===== config.mk =====
export PLATFORM = sky130hd
export DESIGN_NAME = age_fcfs_arb_flat
export DESIGN_NICKNAME = d
export VERILOG_FILES = /design/src/rtl/age_fcfs_arb_if.sv /design/src/rtl/age_fcfs_arb.sv /design/src/flat_wrapper.sv
export SDC_FILE = /design/constraint.sdc
export NUM_CORES = 2
export LEC_CHECK = 0
export ABC_AREA = 1
export CELL_PAD_IN_SITES_DETAIL_PLACEMENT = 1
export CELL_PAD_IN_SITES_GLOBAL_PLACEMENT = 1
export CORE_MARGIN = 2
export CORE_UTILIZATION = 38
export CTS_BUF_LIST = sky130_fd_sc_hd__clkbuf_8
export CTS_CLUSTER_SIZE = 40
export DETAILED_ROUTE_END_ITERATION = 10
export HOLD_SLACK_MARGIN = 0.15
export PLACE_DENSITY = 0.67
export SYNTH_ARGS = -nofsm -noshare
export SYNTH_HDL_FRONTEND = slang
export SYNTH_SLANG_ARGS = --single-unit

===== constraint.sdc =====
create_clock -name clk -period 197.8 [get_ports clk]
set_input_delay 19.78 -clock clk [delete_from_list [all_inputs] [get_ports clk]]
set_output_delay 19.78 -clock clk [all_outputs]
set_load 0.01 [all_outputs]

===== src/rtl/age_fcfs_arb_if.sv =====
`default_nettype none
// +----------------------------------------------------------------------------+
// | age_fcfs_arb_if : request vector and registered grant offer handshake       |
// | Revision 1.0                                                               |
// +----------------------------------------------------------------------------+
interface age_fcfs_arb_if #(
  parameter int NUM_REQ = 60,
  parameter int AGE_W   = 8
);
  localparam int IDX_W = $clog2(NUM_REQ);

  logic [NUM_REQ-1:0] req;
  logic               gnt_ready;
  logic               gnt_valid;
  logic [NUM_REQ-1:0] gnt;
  logic [IDX_W-1:0]   gnt_idx;
  logic [AGE_W-1:0]   gnt_age;

  // master = arbiter side (offers grants), slave = requesters / allocator side
  modport master (
    input  req, gnt_ready,
    output gnt_valid, gnt, gnt_idx, gnt_age
  );

  modport slave (
    output req, gnt_ready,
    input  gnt_valid, gnt, gnt_idx, gnt_age
  );
endinterface
`default_nettype wire


===== src/rtl/age_fcfs_arb.sv =====
`default_nettype none
// +----------------------------------------------------------------------------+
// | age_fcfs_arb : oldest-first arbiter with saturating ages, registered grant |
// | Revision 1.0                                                               |
// +----------------------------------------------------------------------------+
module age_fcfs_arb #(
  parameter int NUM_REQ = 60,
  parameter int AGE_W   = 8,
  parameter int TIE_RR  = 1
) (
  input  wire logic            clk,
  input  wire logic            rst,
  age_fcfs_arb_if.master       bus_io
);
  localparam int IDX_W = $clog2(NUM_REQ);

  localparam logic [0:0] S_IDLE  = 1'b0;
  localparam logic [0:0] S_OFFER = 1'b1;

  logic [0:0]         state_q, state_d;
  logic [AGE_W-1:0]   age_q [NUM_REQ];
  logic [AGE_W-1:0]   age_d [NUM_REQ];
  logic [IDX_W-1:0]   rr_ptr_q, rr_ptr_d;
  logic [NUM_REQ-1:0] gnt_q;
  logic [IDX_W-1:0]   gnt_idx_q;
  logic [AGE_W-1:0]   gnt_age_q;

  logic               w_accept;
  logic               w_held;
  logic [NUM_REQ-1:0] w_elig;
  logic               w_win_any;
  logic [IDX_W-1:0]   w_win_idx;
  logic [AGE_W:0]     w_win_key;
  logic [AGE_W:0]     w_key;
  logic               w_load;
  logic               w_clear;
  logic               w_adv_rr;

  assign w_accept = (state_q == S_OFFER) & bus_io.gnt_ready;
  assign w_held   = |(bus_io.req & gnt_q);
  assign w_elig   = bus_io.req & ~(w_accept ? gnt_q : '0);

  // Key = {age, at-or-after rr_ptr}; a strict-greater scan from index 0 then
  // yields the first tied index at/after rr_ptr, wrapping to the lowest one.
  always_comb begin
    w_win_any = 1'b0;
    w_win_idx = '0;
    w_win_key = '0;
    w_key     = '0;
    for (int i = 0; i < NUM_REQ; i++) begin
      w_key = {age_q[i], (TIE_RR != 0) && (IDX_W'(i) >= rr_ptr_q)};
      if (w_elig[i] && (!w_win_any || (w_key > w_win_key))) begin
        w_win_any = 1'b1;
        w_win_idx = IDX_W'(i);
        w_win_key = w_key;
      end
    end
  end

  always_ff @(posedge clk) begin
    if (rst) state_q <= S_IDLE;
    else     state_q <= state_d;
  end

  always_comb begin
    state_d = state_q;
    unique case (state_q)
      S_IDLE:  state_d = w_win_any ? S_OFFER : S_IDLE;
      S_OFFER: begin
        if (w_accept)     state_d = w_win_any ? S_OFFER : S_IDLE;
        else if (!w_held) state_d = S_IDLE;
        else              state_d = S_OFFER;
      end
      default: state_d = S_IDLE;
    endcase
  end

  always_comb begin
    w_load   = 1'b0;
    w_clear  = 1'b0;
    w_adv_rr = 1'b0;
    unique case (state_q)
      S_IDLE:  w_load = w_win_any;
      S_OFFER: begin
        w_adv_rr = w_accept;
        w_load   = w_accept & w_win_any;
        w_clear  = (w_accept & ~w_win_any) | (~w_accept & ~w_held);
      end
      default: w_clear = 1'b1;
    endcase
  end

  always_comb begin
    rr_ptr_d = rr_ptr_q;
    if (w_adv_rr)
      rr_ptr_d = (gnt_idx_q == IDX_W'(NUM_REQ - 1)) ? '0 : gnt_idx_q + 1'b1;
    for (int i = 0; i < NUM_REQ; i++) begin
      if ((w_accept && gnt_q[i]) || !bus_io.req[i]) age_d[i] = '0;
      else if (age_q[i] != {AGE_W{1'b1}})           age_d[i] = age_q[i] + 1'b1;
      else                                          age_d[i] = age_q[i];
    end
  end

  always_ff @(posedge clk) begin
    if (rst) begin
      rr_ptr_q <= '0;
      for (int i = 0; i < NUM_REQ; i++) age_q[i] <= '0;
    end else begin
      rr_ptr_q <= rr_ptr_d;
      for (int i = 0; i < NUM_REQ; i++) age_q[i] <= age_d[i];
    end
  end

  // The snapshot is the winner's age before this edge's increment.
  always_ff @(posedge clk) begin
    if (rst || w_clear) begin
      gnt_q     <= '0;
      gnt_idx_q <= '0;
      gnt_age_q <= '0;
    end else if (w_load) begin
      gnt_q     <= NUM_REQ'(1) << w_win_idx;
      gnt_idx_q <= w_win_idx;
      gnt_age_q <= age_q[w_win_idx];
    end
  end

  assign bus_io.gnt_valid = (state_q == S_OFFER);
  assign bus_io.gnt       = gnt_q;
  assign bus_io.gnt_idx   = gnt_idx_q;
  assign bus_io.gnt_age   = gnt_age_q;
endmodule
`default_nettype wire


===== src/flat_wrapper.sv =====
// flat-port wrapper written by rule: the top's interface ports become plain ports
module age_fcfs_arb_flat 
#(
  parameter int NUM_REQ = 60,
  parameter int AGE_W   = 8,
  parameter int TIE_RR  = 1
)
  (clk, rst, bus_io_req, bus_io_gnt_ready, bus_io_gnt_valid, bus_io_gnt, bus_io_gnt_idx, bus_io_gnt_age);
  age_fcfs_arb_if #(.NUM_REQ(NUM_REQ), .AGE_W(AGE_W)) bus_io_i ();
  input  wire logic clk;
  input  wire logic rst;
  input wire logic [$bits(bus_io_i.req)-1:0] bus_io_req;
  input wire logic [$bits(bus_io_i.gnt_ready)-1:0] bus_io_gnt_ready;
  output wire logic [$bits(bus_io_i.gnt_valid)-1:0] bus_io_gnt_valid;
  output wire logic [$bits(bus_io_i.gnt)-1:0] bus_io_gnt;
  output wire logic [$bits(bus_io_i.gnt_idx)-1:0] bus_io_gnt_idx;
  output wire logic [$bits(bus_io_i.gnt_age)-1:0] bus_io_gnt_age;
  assign bus_io_i.req = bus_io_req;
  assign bus_io_i.gnt_ready = bus_io_gnt_ready;
  assign bus_io_gnt_valid = bus_io_i.gnt_valid;
  assign bus_io_gnt = bus_io_i.gnt;
  assign bus_io_gnt_idx = bus_io_i.gnt_idx;
  assign bus_io_gnt_age = bus_io_i.gnt_age;
  age_fcfs_arb #(.NUM_REQ(NUM_REQ), .AGE_W(AGE_W), .TIE_RR(TIE_RR)) u_core (.clk(clk), .rst(rst), .bus_io(bus_io_i));
endmodule

==> summary.md <==
The final worst clock skew was 65.2 ps; the post-synthesis async set-or-reset flop share was 0%. The total of endpoints with negative setup slack in the final report is 0, and the number of flops mapped to enable cells by yosys is 0. For this block, the routed nets add up to 220 mm of wire. STA classifies the critical path startpoint as an input pin. Cell occurring most often along the worst timing path: nand2_1.

At the worst endpoint, the arrival time is 123,250 ps. After synthesis, the most frequently instantiated cells are nand2_1 (2,257), inv_1 (1,045), o21ai_0 (811), nor2_1 (786), dfxtp_1 (561). Adding up every negative setup slack in the final design gives 0 ps.

The tools report the nature of the critical path endpoint as a flop. Worst hold path startpoint: u_core.age_q[0][2]. The type of the worst setup path is input pin to flop. The run gives 56,560 as the total vias in the final route.

Clock tree root buffer cell: clkbuf_8. The number of gates resized after CTS was 0. A synthesized cell averages 6.23 sq um. The top cell type's share of synthesized area is 21.5%, and the count of hold-fix buffers inserted at cts is 0.

The class of the worst hold path was flop to flop. The biggest area contributor in the post-synthesis netlist is dfxtp_1. At the pin with the least slew margin, the transition time is 1340 ps.

The number of nets in the final layout is 9,005, and the effective utilization at floorplan is 38.4%. Maximum number of pins on one net before global-route repair: 122. The logs give 0 for the count of pins over their slew limit and 0 for the count of unresolved DRC violations after routing.

For this run, the register share of the synthesized area comes to 21.5%. For the worst flop-to-flop path, the logic depth is 748. The synthesis-stage register bit count was 561. On the critical path the largest part of the delay comes from simple AND/OR/NAND/NOR gates.

The worst register-to-register path begins at u_core.rr_ptr_q[5]. For this design, the slowest cell found on the critical path is nand3_4. The weighted congestion reported at the end of routability-driven placement came out at 0.974. The die is 374 um tall. The maximum fanout encountered on the critical timing path is 51. The floorplan has 135 rows. The run gives 561 as the clock sink count. In the post-synthesis netlist, the cell with the most instances is nand2_1. Max-cap violations in this run came to 0. For the count of pins on the block boundary, the log shows 138.

The clock-pin slew reported for the worst setup and hold paths after clock tree synthesis is 60 ps, and the achievable clock frequency is 8.17 MHz. The worst hold path stage count is 1, and the floorplan die area is 140,000 sq um. The cell area after synthesis is 52,100 sq um, and the number of warnings printed during yosys synthesis is 0. The area growth from synthesis to layout is 8.30%. The number of vias per cell came out at 5.50. Yosys attributes the largest share of cell area to dfxtp_1 (22%), nand2_1 (16%), ha_1 (13%). For the worst setup path, the data required time is 198,620 ps. The run gives 0 as the sum of overflow across all layers after global routing.

The fraction of final layout cells with drive strength greater than 1 came out at 6.41%. In this run the standard cell core region covers 136,000 sq um. The run gives 333 mm as the global-route wire length before repair.

Counting every net in the synthesized netlist gives 8,971. The netlist uses 77 different library cells. Buffers inserted during clock tree synthesis total 112. In this design, the stage delay of the slowest critical-path cell is 930 ps. Together, buffers and inverters on the worst path number 10.

For this run, the leading register cell type out of synthesis is dfxtp_1. After layout, the worst path uses 61.9% of the clock period. The post-CTS setup-driven buffer insertion count was 0.

Number of antenna violations at the first check in global routing: 9. The buffer depth of the longest clock path came out at 3. TritonCTS built the clock tree. The logs give 0 for the final hold violation count and 4,169 for the number of violations reported at the end of detailed-routing iteration 0. The count of buffers added on input and output ports is 137.

The flow ran to the end, and the final reports show no timing, DRC or antenna violations. The worst pin sits at a relative slew slack of 9.85%. Synthesis produced 8,368 cells. The shortest clock period the worst path allows after layout came out at 122,430 ps. The worst hold path terminates at u_core.age_q[0][2]. After detailed routing, the average wire length per cell comes to 21.4 um. The tools report the detailed placer's ending HPWL as 176 mm. Via count of the first global-routing pass: 55,684. CTS built an H-tree with a depth of 3. The floorplan step set the die width to 374 um. Global routing used 30.5% of the available tracks. In this run the remaining antenna-violating nets after routing total 0. The worst reg2reg path endpoint was u_core.bus_io.gnt_age[0]. Setup repair after global routing left no endpoint under its margin.

Setup slack on the worst reg-to-reg path comes out at 93,260 ps. The run gives 890 ps as the source-to-sink clock delay at the later pin of the worst-skew pair. The first detailed-routing pass took 5 iterations.
[stage by stage]
stage	hold slack [ps]	util [%]	std cells	setup slack, ps	instance area, sq um
after detailed placement	465	39.8	10069	75990	54000
after CTS	479	41.6	10274	76500	56500
after global placement	468	39.8	10069	79610	54000
final	477	41.6	10278	75370	56500
after global routing	512	41.6	10276	62490	56500
after floorplan	448	-	8368	91700	52100
[worst max-delay path by stage]
stage | from | to | slack [ps] | depth (start not counted)
floorplan | bus_io_gnt_ready | u_core.bus_io.gnt_age[3] | 91700 | 1187
global placement | bus_io_gnt_ready | u_core.bus_io.gnt_age[0] | 79610 | 738
global route | bus_io_gnt_ready | u_core.bus_io.gnt_age[2] | 62490 | 938
CTS | bus_io_gnt_ready | u_core.bus_io.gnt_age[0] | 76500 | 940
detailed placement | bus_io_gnt_ready | u_core.bus_io.gnt_age[0] | 75990 | 958
finish | bus_io_gnt_ready | u_core.bus_io.gnt_age[0] | 75370 | 943
[layout make-up]
type                            count  area [sq um]
Timing Repair Buffer              162          1560
Sequential cell                   561         11200
Tap cell                         1781          2230
Clock buffer                      143          1970
Inverter                         1124          4260
Antenna cell                        4          10.0
Fill cell                       18233         79300
Clock inverter                     62           458
Multi-Input combinational cell   6441         34800
[state kept, by name (all words and copies together) (netlist names)]
name,cells
u_core.age_q,480
u_core.bus_io.gnt,60
u_core.bus_io.gnt_age,8
u_core.bus_io.gnt_idx,6
u_core.rr_ptr_q,6
u_core.bus_io.gnt_valid,1
[metal layers]
layer  track usage (%)  share of wire [%]  vias to the layer above  wire length [um]
li1                  -                  -                    27745                 -
met1              41.7                 47                    27108            103000
met2              48.1                 43                     1366             95500
met3              5.03                6.0                      339             13300
met4              10.7                3.8                        2              8310
met5                 0             0.0091                        -                20
[logic make-up (layout without fill, tap and decap cells)]
logic type      count (synthesis)  in the layout  share of synthesized area, %
xor+xnor                       91             91                          1.53
simple gates                 4161           4161                          34.5
fa+ha+maj                     540            540                          13.0
other cells                     0              4                             0
buf+inv                      1366           1491                          11.9
flops                         561            561                          21.5
compound gates               1649           1649                          17.6
[cells in the final DEF (no fill, tap or decap), types with 126 or more instances in the layout]
cell and n:
a211oi_1 126, a21oi_1 422, clkbuf_8 143, clkdlybuf4s50_1 136
dfxtp_1 561, ha_1 540, inv_1 1063, nand2_1 2256
nand3_1 473, nand4_1 157, nor2_1 786, nor3_1 228
o21ai_0 811
[worst reg2reg max path: cells and delay by family, from the launching register on]
family,cells,cell delay [ps]
AND/OR/NAND/NOR,548,54080
AO/OA/AOI/OAI,133,27130
adder cells (fa/ha/maj),59,20680
buffers and inverters,8,2150
flip-flops,1,480
Power is left out: the tool's default activity adds up to more than one toggle a clock period on the data nets, which glitch-free logic cannot reach.
